$ cat src/rtl/pc_fetch_unit.sv
// Fetch-stage PC sequencer: owns pc, drives imem, buffers one instruction.
// Optional MISALIGN_TRAP_EN: misaligned redirect traps until reset.
module pc_fetch_unit #(
  parameter logic [31:0] RESET_PC     = 32'h0000_0000,
  parameter int unsigned FLUSH_CYCLES = 2
) (
  input  logic        clk,
  input  logic        rst,
  input  logic        stall,
  input  logic        jump_en,
  input  logic [31:0] jump_target,
  input  logic        imem_ready,
  input  logic [31:0] imem_rdata,
  output logic        imem_req,
  output logic [31:0] imem_addr,
  output logic [31:0] instr,
  output logic [31:0] instr_pc,
  output logic        instr_valid,
  output logic        flush,
  output logic        misaligned
);

  localparam logic [1:0] S_IDLE  = 2'd0;
  localparam logic [1:0] S_FETCH = 2'd1;
  localparam logic [1:0] S_REDIR = 2'd2;
`ifdef MISALIGN_TRAP_EN
  localparam logic [1:0] S_TRAP  = 2'd3;
`endif

  // Counter runs FLUSH_CYCLES-1 down to 0, one flush cycle per value.
  localparam logic [2:0] CNT_LOAD = 3'(FLUSH_CYCLES - 1);

  logic [1:0]  state_q, state_d;
  logic [29:0] pc_q, pc_d;
  logic [29:0] tgt_q, tgt_d;
  logic [2:0]  cnt_q, cnt_d;
  logic [31:0] instr_q, instr_d;
  logic [29:0] ipc_q, ipc_d;
  logic        valid_q, valid_d;
  logic        mis_q, mis_d;

  logic cap;
  logic jump_ok;
  logic tgt_mis;

  assign imem_req    = (state_q == S_FETCH) && !(valid_q && stall);
  assign imem_addr   = {pc_q, 2'b00};
  assign instr       = instr_q;
  assign instr_pc    = {ipc_q, 2'b00};
  assign instr_valid = valid_q;
  assign misaligned  = mis_q;

`ifdef MISALIGN_TRAP_EN
  assign flush   = (state_q == S_REDIR) || (state_q == S_TRAP);
  assign jump_ok = jump_en && (state_q != S_TRAP);
`else
  assign flush   = (state_q == S_REDIR);
  assign jump_ok = jump_en;
`endif

  assign cap     = imem_req && imem_ready;
  assign tgt_mis = |jump_target[1:0];

  always_comb begin
    state_d = state_q;
    pc_d    = pc_q;
    tgt_d   = tgt_q;
    cnt_d   = cnt_q;
    instr_d = instr_q;
    ipc_d   = ipc_q;
    valid_d = stall ? valid_q : 1'b0;
    mis_d   = 1'b0;

    if (jump_ok) begin
      // Redirect wins over stall and any same-cycle memory return.
      valid_d = 1'b0;
      tgt_d   = jump_target[31:2];
      cnt_d   = CNT_LOAD;
      mis_d   = tgt_mis;
`ifdef MISALIGN_TRAP_EN
      state_d = tgt_mis ? S_TRAP : S_REDIR;
`else
      state_d = S_REDIR;
`endif
    end else begin
      unique case (state_q)
        S_IDLE: state_d = S_FETCH;
        S_FETCH: begin
          if (cap) begin
            instr_d = imem_rdata;
            ipc_d   = pc_q;
            valid_d = 1'b1;
            pc_d    = pc_q + 30'd1;
          end
        end
        S_REDIR: begin
          if (cnt_q == 3'd0) begin
            state_d = S_FETCH;
            pc_d    = tgt_q;
          end else begin
            cnt_d = cnt_q - 3'd1;
          end
        end
        default: state_d = state_q;
      endcase
    end
  end

  always_ff @(posedge clk) begin
    if (rst) begin
      state_q <= S_IDLE;
      pc_q    <= RESET_PC[31:2];
      tgt_q   <= 30'd0;
      cnt_q   <= 3'd0;
      instr_q <= 32'd0;
      ipc_q   <= 30'd0;
      valid_q <= 1'b0;
      mis_q   <= 1'b0;
    end else begin
      state_q <= state_d;
      pc_q    <= pc_d;
      tgt_q   <= tgt_d;
      cnt_q   <= cnt_d;
      instr_q <= instr_d;
      ipc_q   <= ipc_d;
      valid_q <= valid_d;
      mis_q   <= mis_d;
    end
  end

endmodule

$ cat config.mk
export PLATFORM = sky130hd
export DESIGN_NAME = pc_fetch_unit
export DESIGN_NICKNAME = d
export VERILOG_FILES = /design/src/rtl/pc_fetch_unit.sv
export SDC_FILE = /design/constraint.sdc
export NUM_CORES = 1
export LEC_CHECK = 0
export ABC_AREA = 1
export BUFFER_PORTS_ARGS = -buffer_cell sky130_fd_sc_hd__clkbuf_2
export CORE_MARGIN = 4
export CORE_UTILIZATION = 43
export CTS_BUF_LIST = sky130_fd_sc_hd__clkbuf_4
export CTS_CLUSTER_DIAMETER = 30
export DETAILED_ROUTE_END_ITERATION = 16
export GPL_TIMING_DRIVEN = 0
export PLACE_DENSITY_LB_ADDON = 0.05
export SETUP_SLACK_MARGIN = 0.15
export SYNTH_ARGS = -nofsm -noshare
export SYNTH_HDL_FRONTEND = slang
export SYNTH_SLANG_ARGS = --single-unit
$ cat constraint.sdc
create_clock -name clk -period 2.15 [get_ports clk]
set_input_delay 0.1075 -clock clk [delete_from_list [all_inputs] [get_ports clk]]
set_output_delay 0.1075 -clock clk [all_outputs]
set_load 0.005 [all_outputs]
==> impl_metrics.env, run 1 <==
export IMPL_status="finished, final reports clean"
export IMPL_ioPinCount=169
export IMPL_yosysUniqueCellTypes=34
export IMPL_fin_worst_skew_ns=0.0174
export IMPL_fmax_mhz=553
export IMPL_drc=0
export IMPL_seqCellArea_mm2=0.00258
export IMPL_synth_area_leader_cell="dfxtp_1"
export IMPL_synth_seq_cells=129
export IMPL_worstRegToRegCells=7
export IMPL_rows=42
export IMPL_cts_tree="done"
export IMPL_relSlewSlack_pct=55.3
export IMPL_yosysTopAreaCellShare_pct=43.8
export IMPL_crit_required_ns=2.61
export IMPL_final_max_slew_viol_count=0
export IMPL_nets=1145
export IMPL_yosys_most_used_dff="dfxtp_1"
export IMPL_seq_area_frac_synth_pct=43.8
export IMPL_cap_violations=0
export IMPL_diodes=0
export IMPL_io_buffers=163
export IMPL_post_route_min_period_ns=1.81
export IMPL_htree_levels=4
export IMPL_multi_input_area_mm2=0.00256
export IMPL_grt_pass1_wl_um=29100
export IMPL_clockBufferDepth=2
export IMPL_drive_above_1_share_pct=23.1
export IMPL_worstPathMaxFanout=6
export IMPL_die_x_um=125
export IMPL_period_share_pct=84.1
export IMPL_whs_path_depth=5
export IMPL_worst_pin_slew_ns=0.670
export IMPL_routed_via_density=4.75
export IMPL_worstSkewPairLatency_ns=0.53
export IMPL_syn_area_per_cell_um2=7.20
export IMPL_numClockSinks=129
export IMPL_core_area_mm2=0.0133
export IMPL_cts_root_buf="clkbuf_4"
export IMPL_drt_pass1_iterations=5
export IMPL_leakagePower_nw=3.15
export IMPL_grt_max_degree=17
export IMPL_grtUsageTotal_pct=22.8
export IMPL_pwr_density_cell_mw_per_mm2=583
export IMPL_place_gp_congestion=0.865
export IMPL_grt_overflow=0
export IMPL_n_fill_cell=1299
export IMPL_setup_violations=0
export IMPL_yosysWarnings=0
export IMPL_hp_class="in -> reg"
export IMPL_initial_utilization_pct=44.2
export IMPL_synth_cell_area_mm2=0.00590
export IMPL_die_height_um=125
export IMPL_end_kind="flip-flop"
export IMPL_syn_inst=819
export IMPL_arrival_ns=2.27
export IMPL_mostFrequentLayoutCells="clkbuf_2 (163), dfxtp_1 (129), nand2_1 (126)"
export IMPL_area_growth_pct=33.4
export IMPL_start_kind="flip-flop"
export IMPL_rsz0062_at_grt="false"
export IMPL_synth_area_leaders="dfxtp_1 (44%), o21ai_0 (9.6%), a21oi_1 (8.6%)"
export IMPL_layout_commonest_cell="clkbuf_2"
export IMPL_wire_per_inst_um=14.2
export IMPL_cts_made_buffers=17
export IMPL_crit_type="reg -> reg"
export IMPL_synth_edf_count=0
export IMPL_num_vias=5995
export IMPL_clkTransAtPathRegs_ns=0.12
export IMPL_grt_pass1_vias=5718
export IMPL_dp_hpwl_um=13100
export IMPL_async_flop_share_pct=0
export IMPL_peakVddDrop_mv=0.425
export IMPL_layout_cells_non_filler=1261
export IMPL_finalHoldViolCount=0
export IMPL_ant_nets=0
export IMPL_fin_tns_setup_ns=0
export IMPL_drt_total_wl_um=18000
export IMPL_antenna_found_initial=0
export IMPL_drt_iter0_drc=342
export IMPL_dieArea_mm2=0.0157
export IMPL_placedCellCount=1161
==> final cells by class <==
type	instances	share of cell area, %
plain buffers	49	3.67
multi-input cells	516	32.5
well taps	176	2.80
repair buffers	232	19.1
inverters	128	6.11
clock inverters	13	1.24
clock buffers	18	1.72
flip-flops and latches	129	32.8
==> cells in the mapped netlist, drive strengths merged (2+ instances only) <==
| cell | number |
|---|---|
| buf | 26 |
| nand2 | 134 |
| and2 | 3 |
| nand3b | 4 |
| or2 | 2 |
| o22ai | 11 |
| ha | 3 |
| o21ai | 115 |
| a21oi | 110 |
| dfxtp | 129 |
| nor3 | 3 |
| nand3 | 59 |
| nor2 | 62 |
| clkbuf | 23 |
| inv | 128 |
==> metal layers <==
| metal | GRT usage [%] | up-vias | wire (um) |
|---|---|---|---|
| met5 | 0 | - | 0 |
| li1 | - | 3151 | - |
| met4 | 5.29 | 0 | 179 |
| met3 | 5.16 | 18 | 1040 |
| met1 | 30.0 | 2663 | 8210 |
| met2 | 38.2 | 163 | 8540 |
==> stage by stage <==
stage	hold slack (ns)	cell area (um2)	worst slack (ns)	util, %	total power (W)
4_1_cts	0.226	7870	0.357	59.0	0.00463
2_1_floorplan	0.246	5910	0.717	-	0.00288
5_1_grt	0.254	7870	0.180	59.0	0.00481
3_5_place_dp	0.341	6950	0.399	52.0	0.00311
3_3_place_gp	0.338	6950	0.392	52.0	0.00310
6_report	0.283	7870	0.342	59.0	0.00459
==> critical path, cell delays in order, from the launching register on <==
cell      delay (ns)
dfxtp_1         0.51
ha_1            0.25
nand3_1         0.20
nor2_1          0.24
nand3b_1        0.21
o22ai_1         0.16
nand2_1         0.07
a21oi_1         0.11
==> state kept, by name, summed over array words and instances, names as in the netlist <==
name / count
instr: 32
instr_valid: 1
tgt_q: 30
ipc_q: 30
misaligned: 1
pc_q: 30
state_q: 2
cnt_q: 3
==> cell families (layout without fill, tap and decap cells) <==
family / Yosys count / in the layout / share of synthesized area [%]
and+or+nand+nor: 268 / 268 / 20.7
AOI/OAI and AO/OA: 239 / 239 / 21.4
buffers and inverters: 177 / 440 / 13.0
DFF: 129 / 129 / 43.8
adders and majority gates: 3 / 3 / 0.636
xor gates and xnor gates: 2 / 2 / 0.297
other: 1 / 4 / 0.0636
==> final timing paths <==
check	start	to	slack, ns
max	pc_q[0]$_SDFFE_PP0P_	pc_q[16]$_SDFFE_PP0P_	0.34
min	imem_ready	ipc_q[1]$_SDFFE_PP0P_	0.28
max reg2reg	pc_q[0]$_SDFFE_PP0P_	pc_q[16]$_SDFFE_PP0P_	0.34
min reg2reg	instr[4]$_SDFFE_PP0P_	instr[4]$_SDFFE_PP0P_	0.45
==> power by group <==
part	switching (W)	internal (W)
Sequential	0.0000601	0.00248
Clock	0.000879	0.000555
Combinational	0.000329	0.000286
==> what timing repair did <==
item                                    4_1_cts  5_1_grt
setup buffers                                 0        0
endpoints found under the setup margin        0        0
hold endpoints to repair                     66        0
hold buffers                                 69        0
gates resized for setup                       0        0
Note: power is estimated with default switching activity, not from simulation.
==> run 2, diff against run 1 <==
==> constraint.sdc (replaced) <==
create_clock -name clk -period 1.7 [get_ports clk]
set_input_delay 0.085 -clock clk [delete_from_list [all_inputs] [get_ports clk]]
set_output_delay 0.085 -clock clk [all_outputs]
set_load 0.005 [all_outputs]
==> run 2 against run 1 <==
Register-to-register slack got worse by 0.20 ns. Via count rose by 2.3%. Largest power group unchanged. Clock power rose by 27%. Sequential power rose by 26%. Core utilization rose by 4.0 points. Die area did not move. Critical endpoint is now pc_q[22]$_SDFFE_PP0P_. Sequential cell count did not move. Sequential share of layout area fell by 1.5 points. Fmax rose by 16%. Final area rose by 6.7%.
==> impl_metrics.env, run 2 (same netlist as run 1, synthesis figures left out) <==
export IMPL_ant_nets=0
export IMPL_nets=1164
export IMPL_r2r_start="cnt_q[0]$_SDFFE_PP0P_"
export IMPL_die_height_um=125
export IMPL_slowest_delay_ns=0.34
export IMPL_grt_pass1_wl_um=29400
export IMPL_antenna_found_initial=0
export IMPL_rsz0062_at_grt="true"
export IMPL_cts_tree="done"
export IMPL_slowest_stage="dfxtp_2"
export IMPL_arrival_ns=1.94
export IMPL_io_buffers=163
export IMPL_numClockSinks=129
export IMPL_cts_root_buf="clkbuf_4"
export IMPL_htree_levels=4
export IMPL_start_kind="flip-flop"
export IMPL_relSlewSlack_pct=52.6
export IMPL_clkTransAtPathRegs_ns=0.10
export IMPL_grt_pass1_vias=5748
export IMPL_fin_tns_setup_ns=0
export IMPL_layout_commonest_cell="clkbuf_2"
export IMPL_startpoint="cnt_q[0]$_SDFFE_PP0P_"
export IMPL_worstRegToRegCells=11
export IMPL_routed_via_density=4.79
export IMPL_peakVddDrop_mv=0.540
export IMPL_ioPinCount=169
export IMPL_post_route_min_period_ns=1.56
export IMPL_worstSkewPairLatency_ns=0.53
export IMPL_drive_above_1_share_pct=32.0
export IMPL_holdPathEnd="cnt_q[2]$_SDFFE_PP0P_"
export IMPL_layout_cells_non_filler=1280
export IMPL_fmax_mhz=640
export IMPL_cap_violations=0
export IMPL_largest_reg_flops=32
export IMPL_hp_class="in -> reg"
export IMPL_end_kind="flip-flop"
export IMPL_placedCellCount=1161
export IMPL_grt_overflow=0
export IMPL_cts_made_buffers=17
export IMPL_status="finished, final reports clean"
export IMPL_r2r_end="pc_q[22]$_SDFFE_PP0P_"
export IMPL_leakagePower_nw=3.38
export IMPL_crit_required_ns=2.07
export IMPL_drt_iter0_drc=319
export IMPL_path_depth=11
export IMPL_final_max_slew_viol_count=0
export IMPL_hold_start="jump_en"
export IMPL_crit_family="buffers and inverters"
export IMPL_clockBufferDepth=2
export IMPL_placed_cell_area_mm2=0.00695
export IMPL_initial_utilization_pct=44.2
export IMPL_place_gp_congestion=0.865
export IMPL_power_w=0.00592
export IMPL_wire_per_inst_um=14.6
export IMPL_rows=42
export IMPL_dp_hpwl_um=13100
export IMPL_finalCoreUtilization_pct=62.9
export IMPL_worst_pin_slew_ns=0.711
export IMPL_period_share_pct=91.9
export IMPL_setup_violations=0
export IMPL_drt_total_wl_um=18700
export IMPL_grt_max_degree=17
export IMPL_drt_pass1_iterations=5
export IMPL_design_area_mm2=0.00840
export IMPL_r2r_slack_ns=0.14
export IMPL_crit_buf_inv=4
export IMPL_core_area_mm2=0.0133
export IMPL_num_vias=6130
export IMPL_whs_path_depth=4
export IMPL_crit_type="reg -> reg"
export IMPL_fin_worst_skew_ns=0.0180
export IMPL_mostFrequentLayoutCells="clkbuf_2 (164), inv_1 (121), nand2_1 (112)"
export IMPL_worstPathMaxFanout=6
export IMPL_n_fill_cell=1232
export IMPL_finalHoldViolCount=0
export IMPL_diodes=0
export IMPL_area_growth_pct=42.4
export IMPL_grtUsageTotal_pct=23.0
export IMPL_drc=0
export IMPL_cp_cell_sequence="inv_2 -> ha_4 -> nand2_2 -> o21ai_2 -> nand2_2 -> inv_2 -> nand2_4 -> buf_8 -> clkbuf_16 -> nand2_1 -> a21oi_1"
export IMPL_pwr_density_cell_mw_per_mm2=704
export IMPL_die_x_um=125
export IMPL_dieArea_mm2=0.0157
## run 2: how the worst max path moves through the flow
stage | end | slack, ns
floorplan | pc_q[24]$_SDFFE_PP0P_ | 0.27
global placement | pc_q[16]$_SDFFE_PP0P_ | -0.06
detailed placement | pc_q[16]$_SDFFE_PP0P_ | -0.05
CTS | pc_q[18]$_SDFFE_PP0P_ | 0.13
global route | pc_q[18]$_SDFFE_PP0P_ | 0.05
finish | pc_q[22]$_SDFFE_PP0P_ | 0.14
## run 2: area by class of cell
type,count,area [um2],share of cell area (%)
Clock inverter,13,97.6,1.16
Inverter,128,480,5.72
Buffer,49,355,4.23
Clock buffer,18,135,1.61
Tap cell,176,220,2.62
Sequential cell,129,2630,31.3
Timing Repair Buffer,251,1670,19.9
Multi-Input combinational cell,516,2810,33.4
## run 2: layer usage
metal,wire length (um),global-route usage [%],vias up
li1,-,-,3196
met1,8410,30.1,2737
met2,9000,38.8,180
met3,1050,5.29,17
met4,202,5.42,0
met5,0,0,-
## run 2: repair_timing
action	CTS	global route
setup endpoints to repair	39	68
endpoints found under the hold margin	66	1
cloned	1	2
setup buffers	6	10
pin swaps	6	20
gates resized for setup	49	104
hold buffers	69	1
## run 2: report_power, final
part,internal (W),leakage (nW),switching [W]
combinational,0.000426,2.19,0.000465
clock,0.000702,0.117,0.00111
sequential,0.00313,1.07,0.0000781
## run 2: through the flow
step	setup WS (ns)	hold WS (ns)
3_3_place_gp	-0.0578	0.315
6_report	0.138	0.143
4_1_cts	0.129	0.0833
2_1_floorplan	0.267	0.218
3_5_place_dp	-0.0509	0.318
5_1_grt	0.0471	0.117
## run 2: worst register-to-register path: stages, from the launching register on
cell	delay [ns]
dfxtp_2	0.34
inv_2	0.08
ha_4	0.13
nand2_2	0.05
o21ai_2	0.11
nand2_2	0.10
inv_2	0.09
nand2_4	0.08
buf_8	0.15
clkbuf_16	0.16
nand2_1	0.06
a21oi_1	0.05
==> run 3, diff against run 2 <==
--- a/config.mk
+++ b/config.mk
@@ -7,8 +7,10 @@
 export LEC_CHECK = 0
 export ABC_AREA = 1
 export BUFFER_PORTS_ARGS = -buffer_cell sky130_fd_sc_hd__clkbuf_2
+export CELL_PAD_IN_SITES_DETAIL_PLACEMENT = 0
+export CELL_PAD_IN_SITES_GLOBAL_PLACEMENT = 1
 export CORE_MARGIN = 4
-export CORE_UTILIZATION = 43
+export CORE_UTILIZATION = 38
 export CTS_BUF_LIST = sky130_fd_sc_hd__clkbuf_4
 export CTS_CLUSTER_DIAMETER = 30
 export DETAILED_ROUTE_END_ITERATION = 16
==> run 3 against run 2 <==
Critical path depth is the same. Hold slack lost 0.069 ns. Clock skew shrank 0.0032 ns. Core utilization down 7.7 points. Cell count up 0.31%. Largest power group unchanged. Fmax increased by 1.6%. Sequential cell count is the same. Final area about the same. Sequential power about the same. Register-to-register slack better by 0.02 ns.
==> impl_metrics.env, run 3 (same netlist as run 1, synthesis figures left out) <==
export IMPL_htree_levels=4
export IMPL_clockBufferDepth=2
export IMPL_die_x_um=133
export IMPL_area_growth_pct=42.3
export IMPL_placed_cell_area_mm2=0.00696
export IMPL_routed_via_density=4.73
export IMPL_cts_root_buf="clkbuf_4"
export IMPL_final_max_slew_viol_count=0
export IMPL_grt_pass1_wl_um=30500
export IMPL_n_fill_cell=1522
export IMPL_cts_tree="done"
export IMPL_pwr_density_cell_mw_per_mm2=771
export IMPL_fin_worst_skew_ns=0.0148
export IMPL_nets=1155
export IMPL_power_w=0.00647
export IMPL_wire_per_inst_um=15.1
export IMPL_worstPathMaxFanout=10
export IMPL_fmax_mhz=650
export IMPL_grt_pass1_vias=5776
export IMPL_grt_overflow=0
export IMPL_peakVddDrop_mv=0.442
export IMPL_design_area_mm2=0.00839
export IMPL_leakagePower_nw=3.34
export IMPL_hold_worst_slack_ns=0.0738
export IMPL_drc=0
export IMPL_grt_max_degree=17
export IMPL_crit_required_ns=2.10
export IMPL_arrival_ns=1.94
export IMPL_cap_violations=0
export IMPL_placedCellCount=1173
export IMPL_diodes=0
export IMPL_num_vias=6067
export IMPL_rsz0062_at_grt="true"
export IMPL_dp_hpwl_um=13900
export IMPL_fin_tns_setup_ns=0
export IMPL_drive_above_1_share_pct=31.9
export IMPL_grtUsageTotal_pct=21.6
export IMPL_ant_nets=0
export IMPL_place_gp_congestion=0.879
export IMPL_drt_iter0_drc=260
export IMPL_cts_made_buffers=17
export IMPL_finalHoldViolCount=0
export IMPL_rows=45
export IMPL_numClockSinks=129
export IMPL_layout_commonest_cell="clkbuf_2"
export IMPL_initial_utilization_pct=38.8
export IMPL_io_buffers=163
export IMPL_ioPinCount=169
export IMPL_post_route_min_period_ns=1.54
export IMPL_layout_cells_non_filler=1284
export IMPL_setup_violations=0
export IMPL_largest_reg_flops=32
export IMPL_start_kind="flip-flop"
export IMPL_mostFrequentLayoutCells="clkbuf_2 (163), inv_1 (121), nand2_1 (116)"
export IMPL_crit_type="reg -> reg"
export IMPL_clkTransAtPathRegs_ns=0.12
export IMPL_drt_pass1_iterations=4
export IMPL_drt_total_wl_um=19400
export IMPL_relSlewSlack_pct=48.0
export IMPL_hp_class="in -> reg"
export IMPL_antenna_found_initial=0
export IMPL_die_height_um=133
export IMPL_worstSkewPairLatency_ns=0.53
export IMPL_core_area_mm2=0.0152
export IMPL_status="finished, final reports clean"
export IMPL_worst_pin_slew_ns=0.779
export IMPL_end_kind="flip-flop"
export IMPL_dieArea_mm2=0.0176
export IMPL_period_share_pct=90.4
[run 3: cell types whose count changed in the layout (fill, tap and decap cells not counted), moves of 4 or more]
cell,before,now
nor2_2,6,13
nand2_1,112,116
buf_8,5,1
buf_4,23,15
o21ai_0,104,98
a21oi_1,88,83
a21oi_2,18,23
buf_6,11,15
nor2_4,17,12
[run 3: power by group]
| part | switching [W] | internal (W) |
|---|---|---|
| clock | 0.00121 | 0.00116 |
| combinational | 0.000473 | 0.000415 |
| sequential | 0.0000785 | 0.00313 |
| total | 0.00176 | 0.00470 |
[run 3: critical path: stages, from the launching register on]
cell,delay (ns)
dfxtp_2,0.34
inv_2,0.07
ha_4,0.15
nand2_4,0.05
o21ai_2,0.12
nand2_2,0.09
inv_2,0.09
nand2_4,0.07
buf_6,0.15
buf_8,0.14
nand2_1,0.06
a21oi_1,0.06
[run 3: per-stage QoR]
stage / util, % / setup WS (ns)
floorplan: - / 0.267
global placement: 45.8 / -0.144
detailed placement: 45.8 / -0.151
CTS: 53.4 / 0.131
global route: 55.2 / 0.0711
finish: 55.2 / 0.163
[run 3: what timing repair did]
item,CTS,global route
hold buffers,69,1
endpoints found under the hold margin,66,1
setup endpoints to repair,32,85
setup buffers,5,3
cloned,1,1
gates resized for setup,48,110
pin swaps,6,14
[run 3: path summary, 6_finish.rpt]
kind / from / to / slack, ns / cells past startpoint
max: cnt_q[0]$_SDFFE_PP0P_ / pc_q[17]$_SDFFE_PP0P_ / 0.16 / 11
max reg2reg: cnt_q[0]$_SDFFE_PP0P_ / pc_q[17]$_SDFFE_PP0P_ / 0.16 / 11
min reg2reg: instr[31]$_SDFFE_PP0P_ / instr[31]$_SDFFE_PP0P_ / 0.45 / 2
min: jump_en / cnt_q[2]$_SDFFE_PP0P_ / 0.07 / 4
[run 3: metal layers]
| metal | share of wire, % | vias to the layer above | track usage (%) |
|---|---|---|---|
| met2 | 46 | 159 | 35.0 |
| met3 | 5.8 | 14 | 4.33 |
| li1 | - | 3166 | - |
| met4 | 0.82 | 0 | 4.73 |
| met5 | 0 | - | 0 |
| met1 | 48 | 2728 | 29.8 |
[run 3: cell type report]
type / count / area, um2 / share of cell area [%]
Multi-Input combinational cell: 516 / 2790 / 33.3
Sequential cell: 129 / 2640 / 31.4
Timing Repair Buffer: 242 / 1590 / 18.9
Inverter: 128 / 483 / 5.76
Buffer: 49 / 343 / 4.09
Tap cell: 188 / 235 / 2.80
Clock inverter: 15 / 189 / 2.25
Clock buffer: 17 / 128 / 1.52
